[config.mk]
export PLATFORM = sky130hd
export DESIGN_NAME = uart_tx_frame_scheduler
export DESIGN_NICKNAME = d
export VERILOG_FILES = /design/src/rtl/uart_tx_frame_scheduler.sv
export SDC_FILE = /design/constraint.sdc
export NUM_CORES = 1
export LEC_CHECK = 0
export ABC_AREA = 1
export CAP_MARGIN = 20
export CORE_ASPECT_RATIO = 0.7
export CORE_UTILIZATION = 45
export DETAILED_ROUTE_END_ITERATION = 12
export GPL_ROUTABILITY_DRIVEN = 1
export PLACE_DENSITY = 0.86
export SKIP_LAST_GASP = 1
export SLEW_MARGIN = 15
export SYNTH_ARGS = -nofsm -noshare
export SYNTH_HDL_FRONTEND = slang
export SYNTH_SLANG_ARGS = --single-unit
[constraint.sdc]
create_clock -name uart_clk -period 1.7 [get_ports uart_clk]
set_input_delay 0.34 -clock uart_clk [delete_from_list [all_inputs] [get_ports uart_clk]]
set_output_delay 0.34 -clock uart_clk [all_outputs]
set_load 0.02 [all_outputs]
[src/rtl/uart_tx_frame_scheduler.sv]
// Repeating 3-byte status frame (game state, target, operation) onto a UART TX
// valid/ready interface, with zero-byte substitution and a programmable inter-byte gap.
module uart_tx_frame_scheduler #(
  parameter int         GAP_CYCLES = 0,
  parameter logic [7:0] FILL_BYTE  = 8'h01
) (
  input  logic       uart_clk,
  input  logic       rst_n,
  input  logic       enable,
  input  logic [7:0] data_game_state,
  input  logic [7:0] data_target,
  input  logic [7:0] data_operate_verified,
  input  logic       op_valid,
  input  logic       tx_ready,
  output logic       tx_valid,
  output logic [7:0] tx_data,
  output logic [7:0] frame_cnt,
  output logic [7:0] led
);

  localparam int GAP_W = (GAP_CYCLES > 1) ? $clog2(GAP_CYCLES) : 1;

  localparam logic [1:0] SLOT_GS = 2'd0;
  localparam logic [1:0] SLOT_TG = 2'd1;
  localparam logic [1:0] SLOT_OP = 2'd2;

  typedef enum logic [1:0] {
    ST_IDLE    = 2'd0,
    ST_PRESENT = 2'd1,
    ST_GAP     = 2'd2
  } state_t;

  state_t           state;
  logic [1:0]       slot;
  logic             op_pending;
  logic             op_overflow;
  logic [7:0]       op_buf;
  logic [GAP_W-1:0] gap_cnt;

  logic [1:0] cur_slot;
  logic [1:0] adv_slot;
  logic [1:0] load_slot;
  logic       accept;
  logic       op_clear;
  logic [7:0] load_byte;

  function automatic logic [7:0] no_zero(input logic [7:0] b);
    return (b == 8'h00) ? FILL_BYTE : b;
  endfunction

  function automatic logic [1:0] next_slot(input logic [1:0] s);
    case (s)
      SLOT_GS: return SLOT_TG;
      SLOT_TG: return SLOT_OP;
      default: return SLOT_GS;
    endcase
  endfunction

  // A strobe arriving on the edge that loads the OPERATE slot is forwarded so it is not lost.
  function automatic logic [7:0] slot_byte(input logic [1:0] s,
                                           input logic [7:0] gs,
                                           input logic [7:0] tg,
                                           input logic       strobe,
                                           input logic [7:0] op_in,
                                           input logic       pend,
                                           input logic [7:0] buf_q);
    case (s)
      SLOT_GS: return gs;
      SLOT_TG: return tg;
      default: begin
        if (strobe)    return op_in;
        else if (pend) return buf_q;
        else           return FILL_BYTE;
      end
    endcase
  endfunction

  always_comb begin
    cur_slot  = (slot == 2'b11) ? SLOT_GS : slot;
    adv_slot  = next_slot(cur_slot);
    accept    = (state == ST_PRESENT) && tx_ready;
    op_clear  = accept && (cur_slot == SLOT_OP);
    load_slot = accept ? adv_slot : cur_slot;
    load_byte = no_zero(slot_byte(load_slot, data_game_state, data_target, op_valid,
                                  data_operate_verified, op_pending, op_buf));
  end

  always_ff @(posedge uart_clk or negedge rst_n) begin
    if (!rst_n) begin
      state     <= ST_IDLE;
      slot      <= SLOT_GS;
      tx_valid  <= 1'b0;
      tx_data   <= 8'h00;
      frame_cnt <= 8'h00;
      gap_cnt   <= '0;
    end else begin
      case (state)
        ST_IDLE: begin
          slot <= cur_slot;
          if (enable) begin
            tx_data  <= load_byte;
            tx_valid <= 1'b1;
            state    <= ST_PRESENT;
          end
        end
        ST_PRESENT: begin
          if (tx_ready) begin
            slot <= adv_slot;
            if (cur_slot == SLOT_OP) frame_cnt <= frame_cnt + 8'd1;
            if (GAP_CYCLES > 0) begin
              tx_valid <= 1'b0;
              gap_cnt  <= GAP_W'(GAP_CYCLES - 1);
              state    <= ST_GAP;
            end else if (enable) begin
              tx_data <= load_byte;
            end else begin
              tx_valid <= 1'b0;
              state    <= ST_IDLE;
            end
          end
        end
        ST_GAP: begin
          if (gap_cnt == '0) begin
            slot <= cur_slot;
            if (enable) begin
              tx_data  <= load_byte;
              tx_valid <= 1'b1;
              state    <= ST_PRESENT;
            end else begin
              state <= ST_IDLE;
            end
          end else begin
            gap_cnt <= gap_cnt - GAP_W'(1);
          end
        end
        default: begin
          tx_valid <= 1'b0;
          state    <= ST_IDLE;
        end
      endcase
    end
  end

  // A new strobe wins over the clear so an op landing on the OPERATE accept goes next frame.
  always_ff @(posedge uart_clk or negedge rst_n) begin
    if (!rst_n) begin
      op_pending  <= 1'b0;
      op_overflow <= 1'b0;
      op_buf      <= 8'h00;
    end else begin
      if (op_valid) begin
        op_buf     <= data_operate_verified;
        op_pending <= 1'b1;
        if (op_pending && !op_clear) op_overflow <= 1'b1;
      end else if (op_clear) begin
        op_pending <= 1'b0;
      end
    end
  end

  assign led = {op_pending, op_overflow, slot, frame_cnt[3:0]};

endmodule
==> key figures <==
Setup path
  • Cells along the critical path: inv_2 -> ha_4 -> nand3_4 -> nand2_4 -> inv_4 -> nand2_8 -> nor2_2 -> nor2_2 -> nand2_1 -> nor2_2 -> nand2_1 -> a21oi_2
  • Crit path buffers/inverters: 2
  • Worst path arrival time: 1.94 ns
  • Worst path top cell family by delay: simple AND/OR/NAND/NOR gates
  • Crit path largest cell delay: 0.41 ns
  • Setup crit end kind: flip-flop
  • CP startpoint kind: flip-flop
  • Crit path top cell by count: nor2_2
  • R2r startpoint: slot[0]
  • WS Path Type: reg -> reg
  • R2R Setup Slk: -0.03 ns
  • R2r worst-path depth: 12
  • Worst reg2reg path endpoint: tx_data[0]
  • Critical path peak fanout: 6
  • Worst Path Required: between 1.5 and 2 ns
  • Slowest CP cell: dfrtp_1

Floorplanning
  • Initial Util: 0.490
  • Die W: 73.4 um
  • Die Ht: 52.0 um
  • FP Rows: 17
  • IO Pins: 54
  • Core area: 3280 um2
  • Die area: 3820 um2

STA
  • Final Critical Period: about 1.7 ns
  • Fmax: 577 MHz
  • Tcrit/Tclk final: 1.02
  • Skew final: 0.00489 ns
  • Worst slew margin: 0.746
  • Worst Tran Pin Value: 0.381 ns
  • Slew Limit Fails: 0
  • Final setup violation count: 1
  • RSZ-0062 raised after global routing: yes
  • Worst Setup Slack, final: -0.0331 ns
  • Final Hold Vio Count: 0

Route
  • Routed via count: ~1,500
  • Drt drc: 0
  • Starting DRT DRC Count: 62
  • Final ANT Viol Nets: 0
  • Vias per Instance: 4.72
  • Routed length per instance: 12.7 um
  • Pre-antenna DRT Iters: 4
  • Routed wire length: between 4000 and 5000 um

Yosys
  • Synth warn: 0
  • Synthesized Nets: 226
  • Most frequent cells after synthesis: 56 x nand2_1, 30 x dfrtp_1, 20 x nand3_1, 17 x inv_1, 13 x nor2_1
  • Synth Area in XOR/XNOR: 0.0382
  • Asr flop ratio synth: 1.00
  • Post-synthesis simple-gate area fraction: 0.328
  • Number of synthesized flops with an enable pin: 0
  • Synth cell types: 27
  • Top-count cell post-synth: nand2_1
  • Top cells by area, synth: dfrtp_1 47%, nand2_1 13%, nand3_1 6.2%
  • Largest family of logic cells by synthesized area: simple AND/OR/NAND/NOR gates
  • Synth Register Bits: 30
  • Seq/Total Area, Yosys: 0.467
  • Avg Cell Area, Syn: around 8.3 um2
  • Synth Area in Adders: 0.0234
  • Post-synthesis compound-gate area fraction: 0.0506
  • Synth top area share: 0.467
  • Synth Instances: around 190
  • Multiplexer share of the synthesized area: 0
  • Ys flop type: dfrtp_1
  • Largest area contributor in the netlist: dfrtp_1
  • Synth Cell Area: 1610 um2

Placement
  • Port Buffers: 53
  • Final RePlAce weighted congestion: ~0.83
  • Post-place instance area: 2240 um2
  • DP Worst Slack: -0.345 ns
  • Final HPWL DP: around 2700 um

Clock tree
  • Sink Count: 30
  • Cts hold-fix bufs: 0
  • Longest Clk Path Bufs: 2
  • CTS H-tree lvls: 2
  • CTS tree: built
  • Clock buffer count from CTS: 5
  • Clock slew at reported path FFs: 0.07 ns
  • CTS root buf: clkbuf_8
  • Clk_lat worst skew: between 0.2 and 0.3 ns

GRT
  • Grt met1 use: 0.309
  • GRT overflow: 0
  • M3 GR Usage: 0.0698
  • Met2 usage: 0.347
  • Vias in the first global route: 1,392
  • Largest net degree at the start of global routing: 31
  • Gr busiest metal: met2
  • Tot GR Track Use: 0.226
  • First-pass GRT wire length: 6290 um
  • Initial antenna violation count: 0

Cells and area
  • Antenna diodes: 0
  • Layout cell share with drive strength beyond 1: 0.255
  • Nets@finish: 302
  • Final Cell Area: 2510 um2
  • Area grow syn2layout: 56.0%

Power
  • Power Density: 1480 nW/um2
  • VDD IR max: 1.02 mV
  • Leakage dissipation: 1.32 nW

Flow run
  • # Max-Cap Violations: 0

Status
  • Status: complete, but fails checks
  • Violated checks: setup timing

Worst hold path
  • Hold Crit Class: in -> async
==> worst max path at each step <==
stage                  start          to  slack (ns)  depth (start not counted)
floorplan            slot[0]  tx_data[0]       0.004                         12
global placement    tx_ready  tx_data[0]       -0.24                         12
detailed placement  tx_ready  tx_data[0]       -0.34                         12
CTS                 tx_ready  tx_data[0]       -0.05                         11
global route         slot[0]  tx_data[0]       -0.13                         12
finish               slot[0]  tx_data[0]       -0.03                         12
==> per-stage QoR <==
stage | TNS, ns | instances | hold WS (ns) | utilization | power (mW)
CTS | -0.0540 | 310 | 0.468 | 0.728 | 3.48
finish | -0.0331 | 318 | 0.445 | 0.765 | 3.70
global route | -0.151 | 318 | 0.479 | 0.765 | 3.95
floorplan | 0 | 194 | 0.0444 | - | 2.05
global placement | -1.08 | 300 | 0.453 | 0.684 | 2.67
detailed placement | -1.76 | 300 | 0.460 | 0.684 | 2.71
==> power by group <==
part / internal, mW / switching (mW) / leakage (nW) / total, mW
clock network: 0.431 / 0.269 / 0.0579 / 0.700
logic: 0.914 / 1.05 / 0.895 / 1.97
registers: 0.890 / 0.143 / 0.362 / 1.03
total: 2.23 / 1.47 / 1.32 / 3.70
==> cell usage in the layout, fill, tap and decap left out, types with 2 or more instances in the layout <==
master           netlist  layout
o21ai_0                9       9
nand2_4                2       3
nand3_1               20      20
nor2_1                13       8
ha_4                   0       2
xor2_1                 3       3
nand2_2                3       5
clkinv_2               0       2
clkdlybuf4s50_1        0      43
dlymetal6s2s_1         0       7
nor2_2                11      16
nand3_4                0       2
buf_6                  1       2
clkbuf_8               0       5
dfrtp_1               30      29
inv_1                 17      15
dlygate4sd2_1          0       3
buf_4                  7      21
nand2_1               56      55
inv_2                  2       3
xnor2_1                4       4
==> kinds of logic (layout without fill, tap and decap cells) <==
family	after synthesis	in the layout
simple gates	111	113
flops	30	30
buf+inv	29	104
compound gates	14	14
xor+xnor	7	7
fa+ha+maj	3	3
==> metal layers <==
layer	share of wire	vias up
met5	0	-
met4	0.0072	0
met3	0.084	2
met2	0.45	63
met1	0.46	683
li1	-	754
==> state kept, by name, summed over array words and instances (netlist names) <==
register and flops:
tx_valid 1, state 1, slot 2, op_buf 8, tx_data 8, op_pending 1
op_overflow 1, frame_cnt 8
==> repair_timing <==
action	CTS	global route
gates cloned	2	0
endpoints found under the setup margin	4	13
setup buffers	0	8
pin swaps	3	9
gates resized for setup	8	20
==> cell type report <==
| cell class | instances | area, um2 |
|---|---|---|
| Clock buffer | 5 | 68.8 |
| Sequential cell | 30 | 752 |
| Fill cell | 234 | 769 |
| Tap cell | 47 | 58.8 |
| Multi-Input combinational cell | 137 | 779 |
| Inverter | 20 | 82.6 |
| Timing Repair Buffer | 76 | 724 |
| Clock inverter | 3 | 40.0 |
Power figures use the tool's default switching activity.
